[src/rtl/pixel_gamma_pipe_pkg.sv]
// pixel_gamma_pipe_pkg: RGB565 field offsets, FSM states and the 64x6 gamma/identity tables.
package pixel_gamma_pipe_pkg;
    localparam int LUT_DEPTH_BITS = 6;
    localparam int NUM_LOOKUPS = 6;
    localparam int R_LSB = 11;
    localparam int G_LSB = 5;
    localparam int B_LSB = 0;
    typedef enum logic [1:0] {IDLE, ISSUE, DRAIN, DONE} state_t;
    localparam logic [5:0] GAMMA_LUT [64] = '{
        6'd0,  6'd0,  6'd0,  6'd0,  6'd0,  6'd0,  6'd0,  6'd1,
        6'd1,  6'd1,  6'd1,  6'd1,  6'd2,  6'd2,  6'd2,  6'd3,
        6'd3,  6'd4,  6'd4,  6'd5,  6'd5,  6'd6,  6'd6,  6'd7,
        6'd8,  6'd8,  6'd9,  6'd10, 6'd11, 6'd11, 6'd12, 6'd13,
        6'd14, 6'd15, 6'd16, 6'd17, 6'd18, 6'd20, 6'd21, 6'd22,
        6'd23, 6'd24, 6'd26, 6'd27, 6'd29, 6'd30, 6'd32, 6'd33,
        6'd35, 6'd36, 6'd38, 6'd40, 6'd41, 6'd43, 6'd45, 6'd47,
        6'd49, 6'd51, 6'd53, 6'd55, 6'd57, 6'd59, 6'd61, 6'd63
    };
    function automatic logic [63:0][5:0] build_identity_lut();
        logic [63:0][5:0] t;
        for (int i = 0; i < 64; i++) t[i] = 6'(i);
        return t;
    endfunction
endpackage

[src/rtl/pixel_gamma_pipe_rom.sv]
// gamma_lut_rom: 64x6 synchronous-read ROM, gamma table when PIXEL_GAMMA_LUT_EN is defined, identity otherwise.
module gamma_lut_rom
    import pixel_gamma_pipe_pkg::*;
(
    input  logic                      clk_in,
    input  logic [LUT_DEPTH_BITS-1:0] addr,
    output logic [5:0]                data
);
`ifdef PIXEL_GAMMA_LUT_EN
    always_ff @(posedge clk_in) data <= GAMMA_LUT[addr];
`else
    localparam logic [63:0][5:0] ID_LUT = build_identity_lut();
    always_ff @(posedge clk_in) data <= ID_LUT[addr];
`endif
endmodule

[src/rtl/pixel_gamma_pipe.sv]
// pixel_gamma_pipe: gamma-corrects an RGB565 top/bottom pair through one shared LUT (PIXEL_GAMMA_LUT_EN selects gamma vs identity).
module pixel_gamma_pipe
    import pixel_gamma_pipe_pkg::*;
(
    input  logic        clk_in,
    input  logic        reset,
    input  logic        pixel_load_start,
    input  logic [15:0] rgb565_top_in,
    input  logic [15:0] rgb565_bottom_in,
    output logic [15:0] rgb565_top_out,
    output logic [15:0] rgb565_bottom_out,
    output logic        valid,
    output logic        busy,
    output logic        overrun
);
    state_t state, state_nxt;
    logic [2:0] idx, rd_idx;
    logic rd_vld;
    logic [15:0] top_q, bot_q, pix;
    logic [31:0] stage, stage_nxt;
    logic [1:0] sub;
    logic [LUT_DEPTH_BITS-1:0] addr;
    logic [5:0] lut_q;

    // channel order: top R,G,B then bottom R,G,B; 5-bit channels replicate their MSB
    assign pix  = idx >= 3'd3 ? bot_q : top_q;
    assign sub  = idx >= 3'd3 ? 2'(idx - 3'd3) : idx[1:0];
    assign addr = sub == 2'd1 ? pix[G_LSB +: 6] :
                  sub == 2'd0 ? {pix[R_LSB +: 5], pix[R_LSB+4]} : {pix[B_LSB +: 5], pix[B_LSB+4]};

    gamma_lut_rom u_rom (.clk_in(clk_in), .addr(addr), .data(lut_q));

    // the ROM output belongs to the channel issued one cycle earlier (rd_idx)
    always_comb begin
        stage_nxt = stage;
        if (rd_vld)
            case (rd_idx)
                3'd0:    stage_nxt[16+R_LSB +: 5] = lut_q[5:1];
                3'd1:    stage_nxt[16+G_LSB +: 6] = lut_q;
                3'd2:    stage_nxt[16+B_LSB +: 5] = lut_q[5:1];
                3'd3:    stage_nxt[R_LSB +: 5]    = lut_q[5:1];
                3'd4:    stage_nxt[G_LSB +: 6]    = lut_q;
                default: stage_nxt[B_LSB +: 5]    = lut_q[5:1];
            endcase
    end

    always_comb begin
        state_nxt = state;
        case (state)
            IDLE:    state_nxt = pixel_load_start ? ISSUE : IDLE;
            ISSUE:   state_nxt = idx == 3'(NUM_LOOKUPS-1) ? DRAIN : ISSUE;
            DRAIN:   state_nxt = DONE;
            default: state_nxt = IDLE;
        endcase
    end

    assign valid = state == DONE;
    assign busy  = state == ISSUE || state == DRAIN;

    always_ff @(posedge clk_in) begin
        if (reset) begin
            state             <= IDLE;
            idx               <= '0;
            rd_idx            <= '0;
            rd_vld            <= 1'b0;
            top_q             <= '0;
            bot_q             <= '0;
            stage             <= '0;
            rgb565_top_out    <= '0;
            rgb565_bottom_out <= '0;
            overrun           <= 1'b0;
        end else begin
            state  <= state_nxt;
            idx    <= state == ISSUE ? idx + 3'd1 : 3'd0;
            rd_idx <= idx;
            rd_vld <= state == ISSUE;
            stage  <= stage_nxt;
            if (state == IDLE && pixel_load_start) begin
                top_q <= rgb565_top_in;
                bot_q <= rgb565_bottom_in;
            end
            if (state != IDLE && pixel_load_start) overrun <= 1'b1;
            // the last channel is merged straight from the ROM so both halves land together in DONE
            if (state == DRAIN) {rgb565_top_out, rgb565_bottom_out} <= stage_nxt;
        end
    end
endmodule
[config.mk]
export PLATFORM = sky130hd
export DESIGN_NAME = pixel_gamma_pipe
export DESIGN_NICKNAME = d
export VERILOG_FILES = /design/src/rtl/pixel_gamma_pipe_pkg.sv /design/src/rtl/pixel_gamma_pipe_rom.sv /design/src/rtl/pixel_gamma_pipe.sv
export SDC_FILE = /design/constraint.sdc
export NUM_CORES = 1
export LEC_CHECK = 0
export ABC_AREA = 1
export BUFFER_PORTS_ARGS = -buffer_cell sky130_fd_sc_hd__buf_2
export CORE_MARGIN = 1
export CORE_UTILIZATION = 56
export CTS_CLUSTER_SIZE = 8
export DETAILED_ROUTE_END_ITERATION = 10
export PLACE_DENSITY_LB_ADDON = 0.25
export SLEW_MARGIN = 20
export SYNTH_ARGS = -nofsm -noshare
export SYNTH_HDL_FRONTEND = slang
export SYNTH_SLANG_ARGS = --single-unit
[constraint.sdc]
create_clock -name clk_in -period 1.8 [get_ports clk_in]
set_clock_uncertainty 0.15 [all_clocks]
set_input_delay 0.54 -clock clk_in [delete_from_list [all_inputs] [get_ports clk_in]]
set_output_delay 0.54 -clock clk_in [all_outputs]
set_load 0.03 [all_outputs]
# Yosys cells after proc, flatten, opt, wreduce, memory -nomap -nowiden
# Memory sizes are Yosys's and may differ from the RTL's. A register that Yosys moved wholly into a read port is not among the register bits.
# Cells that the tools add are included.
# word_totals
register_bits	106
latchBits	0
mem_bits_rw	0
mem_bits_ro	384
in_bits	35
out_inout_bits	35
elab_cells	47
n_memories	1
# op_classes
add_sub_neg	2
mul	0
n_div	0
n_lt_le_gt_ge	1
n_eq_ne	9
n_shift	0
n_mux	14
bitwise	1
reduce_logical	9
# memory_table
name	depth	word_bits	rd	rd_ports_with_merged_regs	wr	line	rtl
(name not given)	64	6	1	1	0	pixel_gamma_pipe_rom.sv:13	always_ff @(posedge clk_in) data <= ID_LUT[addr];
# ops
op	count
32-bit 2-to-1 mux	1
6-bit 2-to-1 mux	4
5-bit 2-to-1 mux	4
16-bit 2-to-1 mux	1
3-bit by 2-bit == test with 1-bit output, second input constant	2
3-bit == test, second input constant	2
2-bit case mux with 3 select lines	1
5-bit OR reduction	1
2-bit by 1-bit == test with 1-bit output, second input constant	2
2-bit == test, second input constant	2
2-bit logical NOT	2
2-bit 2-to-1 mux	2
3-bit by 1-bit adder with 3-bit output, second input constant	1
3-bit by 1-bit == test with 1-bit output, second input constant	1
3-bit by 2-bit greater-or-equal comparator with 1-bit output, second input constant	1
3-bit logical NOT	1
1-bit logical AND	2
2-bit nonzero test	1
2-bit OR reduction	1
2-bit subtractor, second input constant	1
1-bit logical OR	1
1-bit 2-to-1 mux	1
1-bit NOT	1

# Logic depth before layout (Yosys ltp)
# Gate-level depths: netlist of run 1.
# logic_depth
depth_word	5
depth_mapped	9
depth_no_buf	9

# Modules after synthesis
# From an unflattened synthesis of run 1, not the netlist that was laid out.
# hier_totals
hier_cells	655
hier_area_um2	4685.7
# modules_own_cells
mod	n_inst	cells_per_inst	area_each_um2	seq_area_each_um2
pixel_gamma_pipe	1	649	4565.6	2122.0
gamma_lut_rom	1	6	120.1	120.1

# Worst setup path before layout of run 1
# No wires, ideal clock.
# synth_timing
path_type	reg-to-reg
from	register idx[0]
to	register u_rom.data[0]
setup_time_ns	0.122
t_arrival_ns	1.389
required_ns	1.528
path_slack_ns	0.139
path_stages_with_launch	10
path_buffers	1
synth_period_minus_slack_ns	1.661
cell_sequence	dfxtp_1 -> ha_1 -> ha_1 -> nor2_4 -> buf_6 -> nand2_1 -> nand2_2 -> inv_1 -> nand2_1 -> nand3_1
# synth_between
elab_chain_len	5
elab_cells_between_ends	8
classes_between	1 x add/sub; 1 x order compare; 1 x eq/ne; 4 x mux; 1 x reduce/logical
# synth_lines
element	line	rtl
start, declared	pixel_gamma_pipe.sv:17	logic [2:0] idx, rd_idx;
start signal, assigned	pixel_gamma_pipe.sv:74	idx <= state == ISSUE ? idx + 3'd1 : 3'd0;
3-bit by 2-bit greater-or-equal comparator with 1-bit output / 2-bit subtractor (equally long branches)	pixel_gamma_pipe.sv:26, pixel_gamma_pipe.sv:27	
2-bit 2-to-1 mux	pixel_gamma_pipe.sv:27	assign sub = idx >= 3'd3 ? 2'(idx - 3'd3) : idx[1:0];
2-bit logical NOT	pixel_gamma_pipe.sv:29	sub == 2'd0 ? {pix[R_LSB +: 5], pix[R_LSB+4]} : {pix[B_LSB +: 5], pix[B_LSB+4]};
6-bit 2-to-1 mux	pixel_gamma_pipe.sv:29	
6-bit 2-to-1 mux (*)	pixel_gamma_pipe.sv:28	assign addr = sub == 2'd1 ? pix[G_LSB +: 6] :
net addr[0]	pixel_gamma_pipe.sv:22	logic [LUT_DEPTH_BITS-1:0] addr;
end, declared	pixel_gamma_pipe_rom.sv:7	output logic [5:0] data
# The timed path passes the listed nets; every way through them passes the cells marked *.
# A chain may end at the register's enable or synchronous reset.

# Worst setup path in the final report of run 1
# layout_timing
from	register state[0]
to	output busy
# layout_between
elab_chain_len	2
elab_cells_between_ends	3
classes_between	2 x eq/ne; 1 x reduce/logical
# layout_lines
element	line	rtl
start, declared	pixel_gamma_pipe.sv:16	state_t state, state_nxt;
start signal, assigned	pixel_gamma_pipe.sv:73	state <= state_nxt;
2-bit by 1-bit == test with 1-bit output / 2-bit == test (equally long branches)	pixel_gamma_pipe.sv:58	assign busy = state == ISSUE || state == DRAIN;
1-bit logical OR (*)	pixel_gamma_pipe.sv:58	
end, declared	pixel_gamma_pipe.sv:13	output logic busy,
# Mark *: on every way between the ends. The rest lies on a longest branch, timed or not.

==> results of run 1 <==
-- logic make-up (layout without fill, tap and decap cells) --
kind of cell,count (synthesis),after routing
fa+ha+maj,8,8
simple gates,362,362
compound gates,69,69
flops,112,112
buf+inv,104,178
-- power groups by stage --
stage,Clock (uW),Combinational [uW],Sequential [uW]
6_report,1550,345,2650
3_5_place_dp,0,327,2710
4_1_cts,1580,340,2650
2_1_floorplan,0,228,2680
5_1_grt,1710,399,2660
3_3_place_gp,0,316,2710
-- worst min-delay path by stage --
stage / slack (ps) / startpoint / end
after floorplan: 300 / stage[21] / stage[21]
after global placement: 290 / overrun / overrun
after detailed placement: 310 / idx[2] / rd_idx[2]
after CTS: 260 / rgb565_top_in[5] / top_q[5]
after global routing: 260 / rgb565_top_in[1] / top_q[1]
final: 260 / rgb565_top_in[5] / top_q[5]
-- registers in the layout (all words and copies together) (netlist names) --
signal             flops
rd_vld                 1
rd_idx                 3
state                  2
rgb565_top_out        16
rgb565_bottom_out     16
bot_q                 16
u_rom.data             6
stage                 32
top_q                 16
idx                    3
overrun                1
-- metrics by stage --
stage,worst slack (ps),utilization [%]
floorplan,139,-
global placement,86.0,64.7
detailed placement,39.5,64.7
CTS,-37.0,68.2
global route,-79.5,68.8
finish,-44.1,68.8
-- cell usage in the layout (no fill, tap or decap), drive strengths merged --
| master | netlist | final |
|---|---|---|
| buf | 18 | 88 |
| clkbuf | 12 | 10 |
| a21oi | 9 | 9 |
| clkinv | 2 | 3 |
| clkinvlp | 0 | 1 |
| nand3 | 42 | 42 |
| nor2 | 166 | 166 |
| o21ai | 60 | 60 |
| inv | 72 | 75 |
| nand2 | 151 | 151 |
| dfxtp | 112 | 112 |
| nor3 | 3 | 3 |
| ha | 8 | 8 |
| bufinv | 0 | 1 |
-- worst max-delay path: cells and delay by family (launching register included) --
| family | cells | cell delay, ps |
|---|---|---|
| DFF | 1 | 350 |
| adders and majority gates | 1 | 260 |
| buffers and inverters | 2 | 170 |
-- metal layers --
layer | vias to the layer above | GRT usage [%] | wire length, um
met4 | 0 | 5.51 | 75
met3 | 7 | 5.28 | 378
met5 | - | 0 | 0
li1 | 2134 | - | -
met1 | 1831 | 29.5 | 4460
met2 | 71 | 42.9 | 4890
-- layout make-up --
| class | instances | area share (%) |
|---|---|---|
| tap | 102 | 2.34 |
| clock buffer | 10 | 2.52 |
| multi-input combinational | 439 | 37.3 |
| timing repair buffer | 88 | 10.2 |
| inverter | 74 | 5.14 |
| clock inverter | 6 | 1.33 |
| sequential | 112 | 41.1 |
-- what timing repair did --
action	4_1_cts	5_1_grt
hold buffers	0	0
endpoints found under the setup margin	2	8
gates resized for setup	11	5
pin swaps	1	2
buffers inserted	3	3
==> summary.txt, run 1 <==
Setup path
  – Reg2reg setup slack: 130 ps
  – Crit path to: busy
  – Crit-path slowest cell: dfxtp_2
  – CP peak stage delay: 350 ps
  – Arrival @ worst endpoint: 1150 ps
  – Critical Path End Type: output pin
  – Worst-path fanout max: 2
  – Critical Path Start: state[0]
  – Worst Path Required: 1110 ps
  – Startpoint types: register
  – Reg2reg start: idx[0]
  – FF-to-FF path depth: 9
  – Reg2Reg Capture Point: u_rom.data[5]
  – Setup CP Type: register to output pin
  – Critical Path, Cell by Cell: inv_2, ha_4, buf_6

Yosys
  – Syn Area/Cell: 7.15 um^2
  – Fraction of registers with async set/reset: 0%
  – Yosys warning total: 0
  – Post-synth cell types: 21
  – Register area share after synthesis: 47.9%
  – Synth top area share: 47.9%
  – Main combinational cell family by area after synthesis: simple AND/OR/NAND/NOR gates
  – Top FF cell, synth: dfxtp_1
  – Multiplexer share of the synthesized area: 0%
  – Top post-synthesis cells by area: dfxtp_1 48%, nor2_1 13%, nand2_1 11%, inv_1 5.7%, nand3_1 4.5%
  – #FFs+latches synth: 112
  – Adder-Cell Fraction of Synth Area: 2.14%
  – EDFF count, synth: 0
  – Synth Area in XOR/XNOR: 0%
  – Post-synth top area cell: dfxtp_1
  – Most numerous cell in the Yosys netlist: nor2_1
  – Synth Area in Compound Gates: 8.33%
  – Syn Inst Count: 655
  – Commonest cells in the netlist: 162 x nor2_1, 137 x nand2_1, 112 x dfxtp_1, 71 x inv_1, 42 x nand3_1
  – Simple logic cell fraction of the synthesized area: 32.3%
  – Mapped cell area: 0.00469 mm^2
  – Post-synthesis net count: 698

Layout
  – Non-Filler Instances: 831
  – Layout Nets: 767
  – P&R area growth vs syn: 16.5%
  – # diodes: 0
  – Fillers: 703
  – Post-route design area: 0.00546 mm^2
  – Multi-input logic area: 0.00204 mm^2
  – Layout cells sized above 1: 19.8%
  – Register area: 0.00224 mm^2

CTS
  – Clock sink count: 112
  – H-tree levels: 3
  – CTS Root Cell: clkbuf_8
  – CTS tree: yes
  – Clock buffer count from CTS: 9
  – Clk_lat worst skew: 370 ps
  – Worst-path clk slew: 110 ps
  – CTS max path bufs: 2

Global routing
  – Total GRT Usage: 24.1%
  – Largest net degree at the start of global routing: 45
  – Global-route wire length before repair: 16500 um
  – Vias in the first global route: 3698
  – Initial antenna violation count: 0
  – Grt ovf: 0

Floorplanning
  – Top Ports: 70
  – Core ar.: 0.00793 mm^2
  – FP Rows: 32
  – Die W: 93.5 um
  – Initial Utilization: 59.1%
  – Die Area: 0.00874 mm^2
  – Die Ht: 93.5 um

Drt
  – DRC Markers: 0
  – ANT nets after route: 0
  – Starting DRC count in detailed routing: 118
  – Detailed-route wire length per cell: 11.8 um
  – Vias per cell: 4.87
  – Drt total wl: 9800 um
  – First drt pass iteration count: 6
  – Vias: 4043

Status
  – Failing checks: setup timing
  – Status: finished with violations

STA
  – Fmax: 0.542 GHz
  – Worst hold slack: 257 ps
  – Fin crit period: 1840 ps
  – Setup violators final: 2
  – Final TNS setup: -75.4 ps
  – Period utilisation layout: 102%
  – Setup ws final: -44.1 ps
  – Final slew viol count: 0
  – Final Hold Viols: 0
  – RSZ-0062 raised after global routing: yes
  – Max-slew headroom: 68.8%
  – Worst-Margin Slew: 467 ps

Power and ir drop
  – Seq pwr share: 58.3%
  – Pint: 3410 uW
  – Clock power share: 34.1%
  – Switching pwr: 1150 uW
  – Sw Share: 25.2%
  – Power Dens Cells: 834 mW/mm^2
  – Final Power: 4550 uW
  – VDD IR-drop max: 0.600 mV
  – Leakage: 0.00278 uW
  – Comb power frac: 7.6%

Placement
  – Placement Cell Area: 0.00513 mm^2
  – Placed Instances: 809
  – Hpwl dp: 6770 um
  – IO Port Bufs: 69
  – Placer Congestion: 0.825

Worst hold path
  – Worst hold-check path type: primary input to register
  – Cell count of the worst hold path: 3

Flow run
  – Max-Cap Viols: 0
Note: power is estimated with default switching activity, not from simulation.
==> run 2: changes to the inputs <==
--- a/config.mk
+++ b/config.mk
@@ -7,8 +7,10 @@
 export LEC_CHECK = 0
 export ABC_AREA = 1
 export BUFFER_PORTS_ARGS = -buffer_cell sky130_fd_sc_hd__buf_2
+export CELL_PAD_IN_SITES_DETAIL_PLACEMENT = 2
+export CELL_PAD_IN_SITES_GLOBAL_PLACEMENT = 2
 export CORE_MARGIN = 1
-export CORE_UTILIZATION = 56
+export CORE_UTILIZATION = 32
 export CTS_CLUSTER_SIZE = 8
 export DETAILED_ROUTE_END_ITERATION = 10
 export PLACE_DENSITY_LB_ADDON = 0.25
==> run 2 against run 1 <==
- the run still ends with setup timing left
- first-iteration DRC count is 9.3% lower
- via count is 5.8% higher
- maximum frequency is 0.80% lower
- register-to-register slack got worse by 130 ps
- combinational power rose by 6.4%
- clock power grew 26%
- cell count increased by 9.1%
- critical path type unchanged
- highest routed layer unchanged
==> summary.txt, run 2 (same netlist as run 1, synthesis figures left out) <==
Global routing
  – Initial antenna violation count: 0
  – Grt ovf: 0
  – Total GRT Usage: 18.8%
  – Largest net degree at the start of global routing: 68
  – Global-route wire length before repair: 21900 um
  – Vias in the first global route: 4637

Drt
  – Detailed-route wire length per cell: 14.9 um
  – Vias: 4279
  – ANT nets after route: 0
  – Starting DRC count in detailed routing: 107
  – DRC Markers: 0
  – First drt pass iteration count: 4
  – Drt total wl: 13500 um
  – Vias per cell: 4.72

STA
  – Final slew viol count: 0
  – Worst-Margin Slew: 437 ps
  – Final TNS setup: -97.2 ps
  – Period utilisation layout: 103%
  – Max-slew headroom: 70.8%
  – RSZ-0062 raised after global routing: yes
  – Fin crit period: 1860 ps
  – Fmax: 0.538 GHz
  – Setup violators final: 2
  – Final Hold Viols: 0
  – Worst hold slack: 282 ps
  – Setup ws final: -59.1 ps

Power and ir drop
  – Final Power: 4990 uW
  – Clock power share: 39.3%
  – Switching pwr: 1230 uW
  – VDD IR-drop max: 0.525 mV
  – Sw Share: 24.7%
  – Seq pwr share: 53.3%
  – Leakage: 0.00281 uW
  – Pint: 3750 uW
  – Comb power frac: 7.4%
  – Power Dens Cells: 885 mW/mm^2

CTS
  – Worst-path clk slew: 70 ps
  – Post-CTS Hold Fix Bufs: 0
  – Clk_lat worst skew: 360 ps
  – H-tree levels: 3
  – CTS max path bufs: 2
  – CTS tree: yes
  – Clock buffer count from CTS: 9
  – Clock sink count: 112
  – CTS Root Cell: clkbuf_16

Setup path
  – Critical Path End Type: output pin
  – Startpoint types: register
  – Reg2Reg Capture Point: u_rom.data[1]
  – FF-to-FF path depth: 8
  – Worst Path Required: 1110 ps
  – Reg2reg setup slack: 0 ps
  – Setup CP Type: register to output pin
  – Reg2reg start: idx[0]
  – Worst-path fanout max: 3
  – Arrival @ worst endpoint: 1170 ps

Floorplanning
  – Initial Utilization: 33.2%
  – Core ar.: 0.0141 mm^2
  – Die W: 123 um
  – Top Ports: 70
  – FP Rows: 43
  – Die Area: 0.0151 mm^2
  – Die Ht: 123 um

Placement
  – IO Port Bufs: 69
  – Placer Congestion: 0.804
  – Placement Cell Area: 0.00523 mm^2
  – Hpwl dp: 9110 um

Status
  – Failing checks: setup timing
  – Status: finished with violations

Worst hold path
  – Hold Path End: top_q[7]
  – Worst hold-check path type: primary input to register
  – Cell count of the worst hold path: 3
  – Hold_sp: rgb565_top_in[7]

Layout
  – Max FFs per register: 32
  – P&R area growth vs syn: 20.2%
  – Layout cells sized above 1: 19.7%
  – Layout Nets: 765
  – # diodes: 0
  – Largest Register: stage
  – Commonest non-fill, non-tap cell in the layout: nor2_1
  – Most frequent cells in the layout: 162 x nor2_1, 136 x nand2_1, 110 x dfxtp_1
  – Post-route design area: 0.00563 mm^2

Flow run
  – Max-Cap Viols: 0
[run 2: timing repair]
action                     in CTS  in global routing
gates cloned                    0                  1
buffers inserted                3                  2
resized for setup              14                  7
setup endpoints to repair       5                  8
pin swaps                       2                  3
[run 2: power groups by stage]
stage	sequential [uW]	clock, uW	combinational, uW
3_5_place_dp	2720	0	348
3_3_place_gp	2720	0	326
4_1_cts	2660	2030	365
5_1_grt	2670	2100	422
2_1_floorplan	2680	0	228
6_report	2660	1960	367
[run 2: how the worst max path moves through the flow]
| stage | depth (start not counted) | from | slack, ps | to |
|---|---|---|---|---|
| 4_1_cts | 3 | state[1] | -40 | busy |
| 2_1_floorplan | 9 | idx[0] | 140 | u_rom.data[0] |
| 3_3_place_gp | 9 | idx[0] | 140 | u_rom.data[2] |
| 6_report | 3 | state[0] | -60 | busy |
| 3_5_place_dp | 8 | idx[0] | 20 | u_rom.data[5] |
| 5_1_grt | 8 | idx[0] | -120 | u_rom.data[1] |
[run 2: metal layers]
metal / share of wire (%) / vias up / track usage, %
li1: - / 2137 / -
met1: 42 / 2074 / 20.5
met2: 54 / 55 / 35.6
met3: 2.2 / 13 / 3.23
met4: 1.8 / 0 / 7.83
met5: 0 / - / 0
[run 2: critical path, stage by stage (launching register included)]
cell and delay [ps]:
dfxtp_2 370, inv_4 60, ha_4 260, buf_6 120
[run 2: per-stage QoR]
step                std cells  setup slack, ps  util (%)
floorplan                 655              139         -
global placement          885              141      37.1
detailed placement        885             15.5      37.1
CTS                       904            -37.8      39.6
global route              907             -123      40.0
finish                    907            -59.1      40.0
[run 2: layout make-up]
cell class / instances / area [um^2]
Clock buffer: 13 / 270
Sequential cell: 112 / 2240
Fill cell: 1686 / 8460
Inverter: 74 / 283
Clock inverter: 3 / 15.0
Timing Repair Buffer: 85 / 544
Tap cell: 180 / 225
Multi-Input combinational cell: 440 / 2050
==> run 3: changes to the inputs <==
==> constraint.sdc (replaced) <==
create_clock -name clk_in -period 1.8 [get_ports clk_in]
set_clock_uncertainty 0.15 [all_clocks]
set_input_delay 0.36 -clock clk_in [delete_from_list [all_inputs] [get_ports clk_in]]
set_output_delay 0.36 -clock clk_in [all_outputs]
set_load 0.03 [all_outputs]
==> run 3 against run 2 <==
- the flow now finishes without violations
- power increased by 0.73%
- worst setup slack improved by 73 ps
- global-route usage decreased by 0.50 points
- largest cell class unchanged
==> summary.txt, run 3 (same netlist as run 1, synthesis figures left out) <==
Status
  – Status: finished clean

Layout
  – # diodes: 0
  – Fillers: 1715
  – Layout cells sized above 1: 18.9%
  – Most frequent cells in the layout: 162 x nor2_1, 136 x nand2_1, 109 x dfxtp_1
  – Fin util: 39.6%
  – Layout Nets: 760
  – Commonest non-fill, non-tap cell in the layout: nor2_1
  – Largest Register: stage
  – Max FFs per register: 32
  – P&R area growth vs syn: 19.1%

Drt
  – Detailed-route wire length per cell: 14.7 um
  – Drt total wl: 13300 um
  – Starting DRC count in detailed routing: 82
  – Vias: 4230
  – DRC Markers: 0
  – Vias per cell: 4.69
  – ANT nets after route: 0
  – First drt pass iteration count: 4

Power and ir drop
  – Final Power: 5020 uW
  – Seq pwr share: 53.0%
  – Pint: 3810 uW
  – VDD IR-drop max: 0.428 mV
  – Comb power frac: 6.9%
  – Leakage: 0.00278 uW
  – Clock power share: 40.2%
  – Sw Share: 24.2%
  – Power Dens Cells: 900 mW/mm^2
  – Switching pwr: 1220 uW

CTS
  – CTS max path bufs: 2
  – Clock buffer count from CTS: 9
  – CTS tree: yes
  – H-tree levels: 3
  – # Post-CTS Setup Buffers: 0
  – CTS Root Cell: clkbuf_16
  – Clock sink count: 112
  – Post-CTS Hold Fix Bufs: 0
  – Worst-path clk slew: 70 ps
  – Clk_lat worst skew: 360 ps

Floorplanning
  – Die Ht: 123 um
  – FP Rows: 43
  – Core ar.: 0.0141 mm^2
  – Die Area: 0.0151 mm^2
  – Initial Utilization: 33.2%
  – Die W: 123 um
  – Top Ports: 70

STA
  – Worst hold slack: 102 ps
  – Setup violators final: 0
  – Worst-Margin Slew: 442 ps
  – Fmax: 0.560 GHz
  – Period utilisation layout: 99.2%
  – Final slew viol count: 0
  – Fin crit period: 1790 ps
  – Final Hold Viols: 0
  – Max-slew headroom: 70.5%

Placement
  – Placer Congestion: 0.796
  – IO Port Bufs: 69
  – Hpwl dp: 9200 um

Setup path
  – Arrival @ worst endpoint: 1860 ps
  – Crit-path slowest cell: dfxtp_2
  – Critical Path End Type: register
  – Worst-path fanout max: 8
  – Critical Path, Cell by Cell: ha_2, ha_4, nor2_4, nand2_4, buf_12, nand2_2, nand2_1, nand3_2, nand3_1
  – Worst Path Required: 1870 ps
  – Startpoint types: register
  – Setup CP Type: register to register
  – CP peak stage delay: 330 ps

Global routing
  – Vias in the first global route: 4500
  – Total GRT Usage: 18.3%
  – Grt ovf: 0
  – Global-route wire length before repair: 21300 um
  – Initial antenna violation count: 0
  – Largest net degree at the start of global routing: 71

Flow run
  – Max-Cap Viols: 0

Worst hold path
  – Worst hold-check path type: primary input to register
## run 3: changes by cell type in the layout (fill, tap and decap cells not counted), moves of 2 or more
cell / previous run / this run
clkinv_2: 3 / 1
buf_4: 10 / 7
clkbuf_8: 3 / 1
buf_6: 3 / 1
## run 3: metal layers
layer / track usage (%) / vias to the layer above / wire, um / part of all wire, %
met5: 0 / - / 0 / 0
met4: 7.68 / 0 / 263 / 2.0
met3: 2.54 / 16 / 263 / 2.0
met2: 34.6 / 49 / 7160 / 54
met1: 20.3 / 2035 / 5600 / 42
li1: - / 2130 / - / -
## run 3: worst paths after layout
check                   start       endpoint  slack [ps]  cells after the start
min reg2reg         stage[21]      stage[21]         320                      2
max                    idx[0]  u_rom.data[5]          10                      9
max reg2reg            idx[0]  u_rom.data[5]          10                      9
min          rgb565_top_in[4]       top_q[4]         100                      3
## run 3: what timing repair did
item	4_1_cts	5_1_grt
gates cloned	0	1
pin swaps	1	1
resized for setup	7	10
endpoints found under the hold margin	0	0
endpoints found under the setup margin	5	6
## run 3: per-stage QoR
step | TNS, ps | setup WS (ps) | area, um^2 | instances
after floorplan | 0 | 139 | 4690 | 655
after global placement | 0 | 137 | 5220 | 885
after detailed placement | -28.4 | -20.6 | 5220 | 885
after CTS | 0 | 20.0 | 5520 | 900
after global routing | -88.9 | -34.3 | 5580 | 901
final | 0 | 14.3 | 5580 | 901
## run 3: critical path: cells and delay by family (launching register included)
family                   cells  cell delay [ps]
AND/OR/NAND/NOR              6              660
adder cells (fa/ha/maj)      2              350
flip-flops                   1              330
buffers and inverters        1              160
## run 3: power by group through the flow
stage	clock (uW)	combinational [uW]	sequential, uW
floorplan	0	228	2680
global placement	0	321	2720
detailed placement	0	342	2720
CTS	2090	347	2660
global route	2180	397	2670
finish	2020	345	2660
## run 3: area by class of cell
class	instances	area (um^2)	share of cell area, %
sequential	112	2250	40.2
multi-input combinational	439	2030	36.4
timing repair buffer	81	509	9.12
inverter	74	280	5.02
clock buffer	12	246	4.42
tap	180	225	4.03
clock inverter	3	42.5	0.762
